**config.mk**
```make
export PLATFORM = sky130hd
export DESIGN_NAME = memory_cycle
export DESIGN_NICKNAME = d
export VERILOG_FILES = /design/src/rtl/memory_cycle.sv
export SDC_FILE = /design/constraint.sdc
export NUM_CORES = 1
export LEC_CHECK = 0
export ABC_CLOCK_PERIOD_IN_PS = 3600
export CAP_MARGIN = 20
export CORE_MARGIN = 10
export CORE_UTILIZATION = 25
export CTS_BUF_LIST = sky130_fd_sc_hd__clkbuf_4 sky130_fd_sc_hd__clkbuf_8
export CTS_CLUSTER_SIZE = 40
export DETAILED_ROUTE_END_ITERATION = 16
export PLACE_DENSITY = 0.54
export SLEW_MARGIN = 15
export SYNTH_ARGS = -nofsm -noshare
export SYNTH_HDL_FRONTEND = slang
export SYNTH_SLANG_ARGS = --single-unit
```
**constraint.sdc**
```tcl
create_clock -name clk -period 3.6 [get_ports clk]
set_input_delay 0.72 -clock clk [delete_from_list [all_inputs] [get_ports clk]]
set_output_delay 0.72 -clock clk [all_outputs]
set_load 0.005 [all_outputs]
```
**src/rtl/memory_cycle.sv**
```systemverilog
// memory_cycle: M-to-W pipeline stage that turns loads and stores into a
// registered request/acknowledge transaction on the data-memory port.
// The M stage is held with stall_M while a request is outstanding. The W
// bundle receives a bubble for every cycle that does not retire an
// instruction. Misaligned accesses and acknowledge timeouts are dropped and
// recorded in sticky error flags.
module memory_cycle #(
   parameter int TIMEOUT = 16
) (
   input  logic        clk,
   input  logic        rst,
   // M-stage bundle
   input  logic        regwrt_M,
   input  logic        memwrite_M,
   input  logic        resultctrl_M,
   input  logic [4:0]  RD_M,
   input  logic [31:0] PC_1DEM,
   input  logic [31:0] writedata_M,
   input  logic [31:0] ALUresult_M,
   output logic        stall_M,
   // data-memory port
   output logic        mem_req,
   output logic        mem_we,
   output logic [31:0] mem_addr,
   output logic [31:0] mem_wdata,
   input  logic [31:0] mem_rdata,
   input  logic        mem_ack,
   // W-stage bundle
   output logic        regwrt_W,
   output logic        resultctrl_W,
   output logic [4:0]  RD_W,
   output logic [31:0] PC_1DEMW,
   output logic [31:0] ALUresult_W,
   output logic [31:0] ReadData_W,
   // sticky error flags
   output logic        err_misalign,
   output logic        err_timeout
);

   // The REQ-cycle counter is 8 bits wide because TIMEOUT never exceeds 255.
   localparam logic [7:0] CNT_LAST = 8'(TIMEOUT - 1);

   typedef enum logic {
      ST_IDLE = 1'b0,
      ST_REQ  = 1'b1
   } state_t;

   typedef struct packed {
      logic        regwrt;
      logic        resultctrl;
      logic [4:0]  rd;
      logic [31:0] pc;
      logic [31:0] alu;
      logic [31:0] rdata;
   } wbundle_t;

   // A bubble retires nothing: no register write and all data fields cleared.
   function automatic wbundle_t bubble();
      wbundle_t b;
      b = '0;
      return b;
   endfunction

   // Word address of an access. The two low bits are forced to zero because
   // only aligned accesses ever reach the memory port.
   function automatic logic [31:0] word_addr(input logic [31:0] a);
      return {a[31:2], 2'b00};
   endfunction

   state_t      state_q, state_d;
   logic [7:0]  cnt_q, cnt_d;

   logic        mem_req_q, mem_req_d;
   logic        mem_we_q, mem_we_d;
   logic [31:0] mem_addr_q, mem_addr_d;
   logic [31:0] mem_wdata_q, mem_wdata_d;

   wbundle_t    w_q, w_d;

   logic        err_mis_q, err_mis_d;
   logic        err_to_q, err_to_d;

   logic        mem_op;
   logic        is_load;
   logic        aligned;
   logic        timeout;
   logic        stall;

   // A store takes priority when both the store and load requests are set,
   // so only a pure load returns memory data to W.
   assign mem_op  = memwrite_M | resultctrl_M;
   assign is_load = resultctrl_M & ~memwrite_M;
   assign aligned = (ALUresult_M[1:0] == 2'b00);
   // An acknowledge on the last permitted cycle takes precedence over the timeout.
   assign timeout = (state_q == ST_REQ) & ~mem_ack & (cnt_q == CNT_LAST);

   // Next-state, request, W bundle, error and stall decode.
   always_comb begin
      state_d     = state_q;
      cnt_d       = cnt_q;
      mem_req_d   = mem_req_q;
      mem_we_d    = mem_we_q;
      mem_addr_d  = mem_addr_q;
      mem_wdata_d = mem_wdata_q;
      w_d         = bubble();
      err_mis_d   = err_mis_q;
      err_to_d    = err_to_q;
      stall       = 1'b0;

      case (state_q)
         ST_IDLE: begin
            if (mem_op && aligned) begin
               // Issue the request. The instruction waits in M until the
               // acknowledge arrives, so W gets a bubble meanwhile.
               state_d     = ST_REQ;
               cnt_d       = 8'd0;
               mem_req_d   = 1'b1;
               mem_we_d    = memwrite_M;
               mem_addr_d  = word_addr(ALUresult_M);
               mem_wdata_d = writedata_M;
               stall       = 1'b1;
            end else if (mem_op) begin
               // A misaligned access is dropped without stalling the pipeline.
               err_mis_d = 1'b1;
            end else begin
               w_d.regwrt     = regwrt_M;
               w_d.resultctrl = resultctrl_M;
               w_d.rd         = RD_M;
               w_d.pc         = PC_1DEM;
               w_d.alu        = ALUresult_M;
               w_d.rdata      = 32'd0;
            end
         end

         ST_REQ: begin
            if (mem_ack) begin
               state_d        = ST_IDLE;
               cnt_d          = 8'd0;
               mem_req_d      = 1'b0;
               mem_we_d       = 1'b0;
               w_d.regwrt     = regwrt_M;
               w_d.resultctrl = is_load;
               w_d.rd         = RD_M;
               w_d.pc         = PC_1DEM;
               w_d.alu        = ALUresult_M;
               w_d.rdata      = is_load ? mem_rdata : 32'd0;
            end else if (timeout) begin
               // Abandon the access. Releasing the stall lets the upstream
               // stage move on past the failed instruction.
               state_d   = ST_IDLE;
               cnt_d     = 8'd0;
               mem_req_d = 1'b0;
               mem_we_d  = 1'b0;
               err_to_d  = 1'b1;
            end else begin
               cnt_d = cnt_q + 8'd1;
               stall = 1'b1;
            end
         end

         default: begin
            state_d = ST_IDLE;
         end
      endcase
   end

   // FSM state and REQ-cycle counter.
   always_ff @(posedge clk) begin
      if (rst) begin
         state_q <= ST_IDLE;
         cnt_q   <= 8'd0;
      end else begin
         state_q <= state_d;
         cnt_q   <= cnt_d;
      end
   end

   // Memory request registers. These stay constant for the whole REQ period.
   always_ff @(posedge clk) begin
      if (rst) begin
         mem_req_q   <= 1'b0;
         mem_we_q    <= 1'b0;
         mem_addr_q  <= 32'd0;
         mem_wdata_q <= 32'd0;
      end else begin
         mem_req_q   <= mem_req_d;
         mem_we_q    <= mem_we_d;
         mem_addr_q  <= mem_addr_d;
         mem_wdata_q <= mem_wdata_d;
      end
   end

   // W-stage pipeline register.
   always_ff @(posedge clk) begin
      if (rst) begin
         w_q <= bubble();
      end else begin
         w_q <= w_d;
      end
   end

   // Sticky error flags. Only reset clears them.
   always_ff @(posedge clk) begin
      if (rst) begin
         err_mis_q <= 1'b0;
         err_to_q  <= 1'b0;
      end else begin
         err_mis_q <= err_mis_d;
         err_to_q  <= err_to_d;
      end
   end

   assign stall_M      = stall;
   assign mem_req      = mem_req_q;
   assign mem_we       = mem_we_q;
   assign mem_addr     = mem_addr_q;
   assign mem_wdata    = mem_wdata_q;
   assign regwrt_W     = w_q.regwrt;
   assign resultctrl_W = w_q.resultctrl;
   assign RD_W         = w_q.rd;
   assign PC_1DEMW     = w_q.pc;
   assign ALUresult_W  = w_q.alu;
   assign ReadData_W   = w_q.rdata;
   assign err_misalign = err_mis_q;
   assign err_timeout  = err_to_q;

endmodule

```
==> run metrics <==
Hold WC Path Type register to register; clock sinks about 180; Peak Freq ~0.33 GHz; hold_sp mem_addr[5]; r2r startpoint state_q; via count of the first global-routing pass between 4000 and 5000; CP cell instances clkdlybuf4s50_1 -> nand2b_1 -> a21o_1 -> nand2_1 -> clkdlybuf4s50_1; Required @ worst endpoint about 2.9 ns; Hold Fails Final Rpt 0; pin count of the biggest net entering global routing 71; first-pass GRT wire length between 20 and 30 mm; GP Congestion around 0.7; crit path kind primary input to output port; relative slew slack a little under a third; CTS Hold Buffers Added 0; Die ar. 28500 um^2; fin. max-slew vios 0; Seq/Total Area, Yosys between 60 and 70%; Routed WL approximately 19 mm; worst skew pair latency between 0.4 and 0.5 ns; Setup WS post-layout between 0.5 and 0.6 ns; cells on worst reg2reg path 5; max-cap viol count 0; Vias/cell ~4.1; highest ir drop seen on vdd between 0.0002 and 0.00025 V; post-CTS sizing 0; CTS root buffer clkbuf_8; most used cell, CP clkdlybuf4s50_1; crit share post-route between 80% and 90%; R2R setup slack ~1.8 ns; Async S/R FF share, synth 0%; TritonCTS Buffers 17; Cells after Synth approximately 570; RSZ-0062 raised after global routing no; dpl hpwl between 10 and 15 mm; most common cell after layout, fill and taps aside clkdlybuf4s50_1; Yosys cell types 31; Post-CTS Setup Repair Bufs 0; most frequent cells in the layout clkdlybuf4s50_1, dfxtp_1, nand2_1; Yosys reg bits between 150 and 200; Die W 169 um; clock skew between 0.01 and 0.015 ns; yosys warns 0; Avg Synthesized Cell Area 9.77 um^2; ratio of cells with drive above 1 in the final layout just over 5%; Post-synth EDFFs 0; area growth from synthesis to layout 68.3%; Worst-path clk slew 0.09 ns; Main synth FF type dfxtp_1; status completed; CP Capture Type output port; Crit-path slowest cell clkdlybuf4s50_1; drt wl/cell between 15 and 20 um; TritonRoute pass-1 iters 4; pre-CTS worst setup slack 0.551 ns; total track usage approximately an eighth; hold path depth 2; H-tree depth 4; Synth Cell Area 5530 um^2; total grt overflow 0; CORE AREA about 22000 um^2; ant diodes 0; Setup crit start kind primary input; Hold WS 0.455 ns; Pleak between 3 and 4 nW; worst-path fanout max 7; Setup Viol. Count Final 0; via count between 4000 and 5000; R2R Path End mem_addr[28]; row count 54; slew at the pin closest to its max-slew limit 1.03 ns; initial core utilization 25.3%; Die H between 150 and 200 um; ANT nets after route 0; Nets 1007; Ports roughly 310; hold path endpoint mem_addr[5]; port buffer count roughly 300; buffer depth of the longest clock path 2; Period minus WS final 3.03 ns; Initial DRC Count between 200 and 300; CP peak stage delay roughly 0.54 ns; CTS tree done; power per cell area 425 nW/um^2; CP Data Arrival Time around 2.3 ns; Setup TNS 0 ns; drt drc 0; initial antenna violation count 0
[logic make-up after synthesis]
logic type      after synthesis  share of synthesized area (%)
flops                       178                           64.4
simple gates                263                           23.6
buf+inv                      34                           3.19
compound gates               88                           8.32
other cells                   1                         0.0678
mux                           1                          0.181
fa+ha+maj                     1                          0.226
[worst max path at each step]
| stage | startpoint | endpoint | cells past startpoint |
|---|---|---|---|
| 2_1_floorplan | memwrite_M | stall_M | 4 |
| 3_3_place_gp | ALUresult_M[0] | stall_M | 5 |
| 3_5_place_dp | mem_ack | stall_M | 5 |
| 4_1_cts | mem_ack | stall_M | 5 |
| 5_1_grt | ALUresult_M[0] | stall_M | 5 |
| 6_report | mem_ack | stall_M | 5 |
[through the flow]
step                util (%)  instances  total power, mW  cell area, um^2
finish                  42.7       1160             3.96             9310
global route            42.7       1160             4.16             9310
CTS                     42.7       1160             4.05             9310
detailed placement      40.6       1128             2.53             8870
global placement        40.6       1128             2.52             8870
floorplan                  -        567             2.21             5540
[state kept, by name, summed over array words and instances, names as in the netlist]
register and flops:
ALUresult_W 32, PC_1DEMW 32, RD_W 5, ReadData_W 32
cnt_q 8, err_misalign 1, err_timeout 1, mem_addr 30
mem_req 1, mem_wdata 32, mem_we 1, regwrt_W 1
resultctrl_W 1, state_q 1
[worst max-delay path: cells and delay by family]
family          cells  cell delay [ns]
compound gates      1             0.27
buf+inv             2             0.98
simple gates        2             0.33
[synth_stat cells (all sizes together), types with 2 or more instances]
cell type	number	area (um^2)
buf	16	100
nor2b	3	18.8
or4	3	22.5
a31oi	2	12.5
nor2	9	33.8
o21ai	7	35.0
nor3	2	10.0
nand2	130	488
a21o	3	22.5
clkbuf	17	72.6
or3	3	18.8
dfxtp	178	3560
and2	103	644
nand3	3	15.0
a21oi	74	374
[power breakdown]
group / internal, mW / switching, mW
Clock: 0.676 / 0.811
Sequential: 2.03 / 0.0234
Combinational: 0.270 / 0.151
[layout make-up]
class,count,area (um^2)
Clock buffer,18,248
Clock inverter,14,195
Fill cell,2161,12500
Inverter,1,3.75
Multi-Input combinational cell,355,1820
Sequential cell,178,3560
Tap cell,280,350
Timing Repair Buffer,314,3140
[layer usage]
layer | vias up | global-route usage (%) | share of wire, % | wire, um
li1 | 2399 | - | - | -
met1 | 2180 | 14.2 | 40 | 7630
met2 | 178 | 21.6 | 49 | 9280
met3 | 12 | 5.70 | 9.7 | 1840
met4 | 0 | 4.31 | 1.2 | 223
met5 | - | 0 | 0 | 0
No activity file was read; power rests on OpenSTA's default activity.
